**src/rtl/cop_instr_sequencer_if.sv**
```systemverilog
// Host load port and coprocessor instruction port of cop_instr_sequencer.
// master: host/coprocessor side; slave: the sequencer itself.
interface cop_instr_sequencer_if #(
  parameter int unsigned INSTR_W = 22
);
  logic               load_valid;
  logic [INSTR_W-1:0] load_instr;
  logic               load_ready;
  logic [INSTR_W-1:0] cop_instr;
  logic               cop_start;
  logic               cop_done;

  modport master (
    output load_valid, load_instr, cop_done,
    input  load_ready, cop_instr, cop_start
  );

  modport slave (
    input  load_valid, load_instr, cop_done,
    output load_ready, cop_instr, cop_start
  );
endinterface

```
**src/rtl/cop_instr_sequencer.sv**
```systemverilog
// Program-and-run sequencer: buffers up to DEPTH instructions, then issues them in order,
// one start strobe each, waiting for cop_done. Optional WAIT timeout: SEQ_TIMEOUT_EN.
module cop_instr_sequencer #(
  parameter int unsigned DEPTH   = 8,
  parameter int unsigned INSTR_W = 22,
  parameter int unsigned TIMEOUT = 1023
) (
  input  logic                     clk,
  input  logic                     rst_n,
  cop_instr_sequencer_if.slave     bus,
  input  logic                     clear,
  input  logic                     run,
  output logic                     busy,
  output logic                     done,
  output logic                     err,
  output logic [$clog2(DEPTH):0]   count,
  output logic [$clog2(DEPTH)-1:0] pc
);
  localparam int unsigned PC_W = $clog2(DEPTH);
  localparam logic [PC_W:0] CNT_FULL = (PC_W+1)'(DEPTH);

  typedef enum logic [1:0] {S_IDLE, S_ISSUE, S_WAIT} state_e;

  state_e             state_q, state_d;
  logic [PC_W:0]      count_q, count_d, count_ld;
  logic [PC_W-1:0]    pc_q, pc_d, pc_nxt;
  logic               busy_q, busy_d;
  logic               done_q, done_d;
  logic               start_q, start_d;
  logic               ready_q, ready_d;
  logic [INSTR_W-1:0] instr_q, instr_d;
  logic [INSTR_W-1:0] mem_q [DEPTH];
  logic               wr_en;
  logic               last;

`ifdef SEQ_TIMEOUT_EN
  localparam int unsigned TMO_W = $clog2(TIMEOUT + 1);
  localparam logic [TMO_W-1:0] TMO_LAST = TMO_W'(TIMEOUT - 1);
  logic [TMO_W-1:0] tmo_q, tmo_d;
  logic             err_q, err_d;
`endif

  always_comb begin
    state_d  = state_q;
    count_d  = count_q;
    count_ld = count_q;
    pc_d     = pc_q;
    pc_nxt   = pc_q + 1'b1;
    done_d   = 1'b0;
    start_d  = 1'b0;
    instr_d  = instr_q;
    wr_en    = 1'b0;
    last     = ({1'b0, pc_q} == (count_q - 1'b1));
`ifdef SEQ_TIMEOUT_EN
    tmo_d    = tmo_q;
    err_d    = err_q;
`endif
    unique case (state_q)
      S_IDLE: begin
        wr_en = bus.load_valid && ready_q && !clear;
        if (clear)      count_ld = '0;
        else if (wr_en) count_ld = count_q + 1'b1;
        count_d = count_ld;
        // A load accepted alongside run into slot 0 is not in mem yet; forward it.
        if (run && (count_ld != '0)) begin
          state_d = S_ISSUE;
          pc_d    = '0;
          start_d = 1'b1;
          instr_d = (wr_en && (count_q == '0)) ? bus.load_instr : mem_q[0];
`ifdef SEQ_TIMEOUT_EN
          err_d   = 1'b0;
`endif
        end
      end
      S_ISSUE: begin
        state_d = S_WAIT;
`ifdef SEQ_TIMEOUT_EN
        tmo_d   = '0;
`endif
      end
      S_WAIT: begin
        if (bus.cop_done) begin
          if (last) begin
            state_d = S_IDLE;
            done_d  = 1'b1;
          end else begin
            state_d = S_ISSUE;
            pc_d    = pc_nxt;
            start_d = 1'b1;
            instr_d = mem_q[pc_nxt];
          end
        end
`ifdef SEQ_TIMEOUT_EN
        else if (tmo_q == TMO_LAST) begin
          state_d = S_IDLE;
          err_d   = 1'b1;
        end else begin
          tmo_d = tmo_q + 1'b1;
        end
`endif
      end
      default: state_d = S_IDLE;
    endcase
    busy_d  = (state_d != S_IDLE);
    ready_d = (state_d == S_IDLE) && (count_d < CNT_FULL);
  end

  always_ff @(posedge clk) begin
    if (!rst_n) begin
      state_q <= S_IDLE;
      count_q <= '0;
      pc_q    <= '0;
      busy_q  <= 1'b0;
      done_q  <= 1'b0;
      start_q <= 1'b0;
      ready_q <= 1'b1;
      instr_q <= '0;
`ifdef SEQ_TIMEOUT_EN
      tmo_q   <= '0;
      err_q   <= 1'b0;
`endif
    end else begin
      state_q <= state_d;
      count_q <= count_d;
      pc_q    <= pc_d;
      busy_q  <= busy_d;
      done_q  <= done_d;
      start_q <= start_d;
      ready_q <= ready_d;
      instr_q <= instr_d;
`ifdef SEQ_TIMEOUT_EN
      tmo_q   <= tmo_d;
      err_q   <= err_d;
`endif
    end
  end

  // Program storage is deliberately not reset or erased by clear.
  always_ff @(posedge clk) begin
    if (wr_en) mem_q[count_q[PC_W-1:0]] <= bus.load_instr;
  end

  assign busy           = busy_q;
  assign done           = done_q;
  assign count          = count_q;
  assign pc             = pc_q;
  assign bus.load_ready = ready_q;
  assign bus.cop_instr  = instr_q;
  assign bus.cop_start  = start_q;
`ifdef SEQ_TIMEOUT_EN
  assign err = err_q;
`else
  assign err = 1'b0;
`endif
endmodule

```
**src/flat_wrapper.sv**
```systemverilog
// flat-port wrapper written by rule: the top's interface ports become plain ports
module cop_instr_sequencer_flat 
#(
  parameter int unsigned DEPTH   = 8,
  parameter int unsigned INSTR_W = 22,
  parameter int unsigned TIMEOUT = 1023
)
  (clk, rst_n, clear, run, busy, done, err, count, pc, bus_load_valid, bus_load_instr, bus_cop_done, bus_load_ready, bus_cop_instr, bus_cop_start);
  cop_instr_sequencer_if #(.INSTR_W(INSTR_W)) bus_i ();
  input  logic clk;
  input  logic rst_n;
  input  logic clear;
  input  logic run;
  output logic busy;
  output logic done;
  output logic err;
  output logic [$clog2(DEPTH):0] count;
  output logic [$clog2(DEPTH)-1:0] pc;
  input wire logic [$bits(bus_i.load_valid)-1:0] bus_load_valid;
  input wire logic [$bits(bus_i.load_instr)-1:0] bus_load_instr;
  input wire logic [$bits(bus_i.cop_done)-1:0] bus_cop_done;
  output wire logic [$bits(bus_i.load_ready)-1:0] bus_load_ready;
  output wire logic [$bits(bus_i.cop_instr)-1:0] bus_cop_instr;
  output wire logic [$bits(bus_i.cop_start)-1:0] bus_cop_start;
  assign bus_i.load_valid = bus_load_valid;
  assign bus_i.load_instr = bus_load_instr;
  assign bus_i.cop_done = bus_cop_done;
  assign bus_load_ready = bus_i.load_ready;
  assign bus_cop_instr = bus_i.cop_instr;
  assign bus_cop_start = bus_i.cop_start;
  cop_instr_sequencer #(.DEPTH(DEPTH), .INSTR_W(INSTR_W), .TIMEOUT(TIMEOUT)) u_core (.clk(clk), .rst_n(rst_n), .bus(bus_i), .clear(clear), .run(run), .busy(busy), .done(done), .err(err), .count(count), .pc(pc));
endmodule
```
**config.mk**
```make
export PLATFORM = sky130hd
export DESIGN_NAME = cop_instr_sequencer_flat
export DESIGN_NICKNAME = d
export VERILOG_FILES = /design/src/rtl/cop_instr_sequencer_if.sv /design/src/rtl/cop_instr_sequencer.sv /design/src/flat_wrapper.sv
export SDC_FILE = /design/constraint.sdc
export NUM_CORES = 1
export LEC_CHECK = 0
export ABC_AREA = 1
export CAP_MARGIN = 20
export CORE_UTILIZATION = 59
export DETAILED_ROUTE_END_ITERATION = 16
export PLACE_DENSITY = 0.91
export SKIP_CTS_REPAIR_TIMING = 1
export SLEW_MARGIN = 10
export SYNTH_ARGS = -nofsm -noshare
export SYNTH_HDL_FRONTEND = slang
export SYNTH_SLANG_ARGS = --single-unit
```
**constraint.sdc**
```tcl
create_clock -name clk -period 3 [get_ports clk]
set_clock_uncertainty 0.05 [all_clocks]
set_input_delay 0.6 -clock clk [delete_from_list [all_inputs] [get_ports clk]]
set_output_delay 0.6 -clock clk [all_outputs]
set_load 0.05 [all_outputs]
```
==> impl_results.md <==
- Outcome: completed
- Initial antenna violation count: 0
- DRT Wirelength: 21,370 µm
- Sink Count: 211
- Storage cell area: 5987 µm²
- Die Y: 125.8 µm
- Gpl congestion: 0.8343
- CP Data Required Time: 2.35 ns
- Worst-path clk slew: approximately 0.060 ns
- Antenna-violating nets left: 0
- Comb pwr share: 0.205
- Clk network pwr share: 0.341
- Layout cell share with drive strength beyond 1: 0.1067
- Clk buf depth: 3
- FF+latch count, synth: approximately 210
- Fill cell count: 922
- Top cells by count, synth: 176 x edfxtp_1, 122 x o21ai_0, 113 x nor2_1
- Final setup margin: 0.4921 ns
- Max Freq: 0.3987 GHz
- Slew Limit Headroom: 0.4808
- Dpl ws: 0.3957 ns
- Syn_nets: 872
- Max Cap Viol: 0
- Via/cell ratio: 6.145
- GRT Overall Usage: 0.2780
- Crit path kind: flop to output pin
- Syn Inst Count: 840
- Post-synthesis sequential area ratio: 0.6615
- Largest net degree at the start of global routing: 84
- DP HPWL: 12,120 µm
- Ys flop type: edfxtp_1
- Syn avg cell area: 10.77 µm²
- Count leader, synth: edfxtp_1
- Sw Ratio: 0.2923
- CP startpoint kind: flop
- Period Utilization, post-route: 0.8360
- CTS tree: built
- Pint: 5.224 mW
- Vias in the first global route: 6,586
- Crit path DAT: 1.86 ns
- Clock latency at the later pin of the worst-skew pair: 0.50 ns
- WL per Instance: 19.55 µm
- Via count: 6,717
- Global route overflow: 0
- Critical path peak fanout: 7
- Core ar.: 14,750 µm²
- Top cell type's share of synthesized area: 0.5841
- Syn. warnings: 0
- Worst Path Buf+Inv: 1
- RSZ-0062 raised after global routing: no
- Num CTS Buffers: 21
- DRT iter0 DRCs: approximately 1,100
- CP top delay family: buffers and inverters
- Leak: 3.836 nW
- Die ar.: 15,840 µm²
- Post-synthesis cell type count: 31
- Crit end category: output pin
- I/O pin cnt: between 60 and 70
- Tightest Pin Transition: 0.7780 ns
- Setup Viol. Count Final: 0
- Min Tclk post-route: 2.508 ns
- Port Buffers: 60
- First-pass GRT wire length: 33,980 µm
- Footprint of the multi-input gates: 2569 µm²
- Power per standard cell area: approximately 700 nW/µm²
- Max stage delay on crit path: 0.86 ns
- Post-synthesis cell area: 9049 µm²
- Crit-path slowest cell: clkdlybuf4s50_1
- Sw Pwr: 2.158 mW
- CP Cell Sequence: clkdlybuf4s50_1
- P&R area growth vs syn: 16.11%
- Root Driver: clkbuf_16
- EDFF count, synth: 176
- Sequential Power Share: 0.454
- Yosys top cell by area: edfxtp_1
- Slew Limit Fails: 0
- Async S/R FF share, synth: 0
- Total Nets Final: 927
- Initial core utilization: 0.6133
- Area contributors post-synth: edfxtp_1 58%, dfxtp_1 7.7%, o21ai_0 6.7%
- Drt drc: 0
- Row Count: 44
- H-tree level count: 1
- Worst min path class: flop to flop
- Hold Fails Final Rpt: 0
- FF-to-FF setup slack: 0.57 ns
- Max IR drop VDD: 0.5130 mV
- Drt pass-1 iters: 6
- # diodes: 0
- Setup_tns: 0 ns
- Chip Width: between 100 and 150 µm
-- path summary, 6_finish.rpt --
check / startpoint / to / cells after the start
worst min register to register: u_core.bus.cop_instr[6] / u_core.bus.cop_instr[6] / 4
worst max register to register: u_core.pc[0] / u_core.bus.cop_instr[7] / 8
worst min-delay path: u_core.bus.cop_instr[6] / u_core.bus.cop_instr[6] / 4
worst max-delay path: u_core.count[0] / count[0] / 1
-- power groups by stage --
| stage | Combinational, mW | Sequential [mW] | Clock [mW] |
|---|---|---|---|
| 4_1_cts | 1.50 | 3.35 | 2.53 |
| 2_1_floorplan | 0.817 | 3.61 | 0 |
| 3_5_place_dp | 1.47 | 3.41 | 0 |
| 5_1_grt | 1.63 | 3.36 | 2.66 |
| 3_3_place_gp | 1.40 | 3.41 | 0 |
| 6_report | 1.52 | 3.35 | 2.52 |
-- metal layers --
metal | GRT usage | part of all wire | vias to the layer above
met2 | 0.4516 | 0.49 | 441
met3 | 0.04673 | 0.097 | 75
met5 | 0 | 0 | -
met4 | 0.1510 | 0.036 | 0
met1 | 0.3611 | 0.38 | 3153
li1 | - | - | 3048
-- stage by stage --
stage	hold slack [ns]	power, mW	utilization	instances	instance area (µm²)
finish	0.4940	7.382	0.7121	1093	10510
global route	0.5277	7.650	0.7121	1093	10510
CTS	0.5018	7.380	0.7121	1093	10510
detailed placement	0.4901	4.878	0.6682	1056	9858
global placement	0.4823	4.802	0.6682	1056	9858
floorplan	0.4645	4.430	-	840	9049
-- registers in the layout (all words and copies together) (netlist names) --
register	count
u_core.mem_q	176
u_core.bus.cop_instr	22
u_core.count	4
u_core.pc	3
u_core.state_q	2
u_core.bus.cop_start	1
u_core.bus.load_ready	1
u_core.busy	1
u_core.done	1
-- final cells by class --
cell class | count | share of cell area
flip-flops and latches | 211 | 0.5698
multi-input cells | 516 | 0.2445
repair buffers | 84 | 0.08027
clock buffers | 25 | 0.05145
well taps | 184 | 0.02191
inverters | 61 | 0.02179
clock inverters | 12 | 0.01024
-- kinds of logic (layout without fill, tap and decap cells) --
family / count (synthesis) / count (layout) / synth area share
buffers and inverters: 113 / 182 / 0.05683
DFF: 211 / 211 / 0.6615
adders and majority gates: 4 / 4 / 0.005531
and+or+nand+nor: 275 / 275 / 0.1406
AOI/OAI and AO/OA: 234 / 234 / 0.1332
xor gates and xnor gates: 2 / 2 / 0.001936
other: 1 / 1 / 0.0004144
-- layout by cell type, fill, tap and decap left out, drive strengths merged --
cell / n
edfxtp: 176
o21ai: 135
nor2: 119
nand2: 90
a21oi: 76
inv: 62
clkdlybuf4s50: 60
nand3: 60
dfxtp: 35
clkbuf: 25
buf: 24
o22ai: 22
clkinv: 9
ha: 4
nand4: 3
bufinv: 2
nand3b: 1
xor2: 1
xnor2: 1
and2: 1
o21bai: 1
nor3: 1
conb: 1
-- worst min-delay path: cells and delay by family, from the launching register on --
family	cells	cell delay [ns]
buf+inv	1	0.05
flops	1	0.31
simple gates	3	0.15
Note: power is estimated with default switching activity, not from simulation.
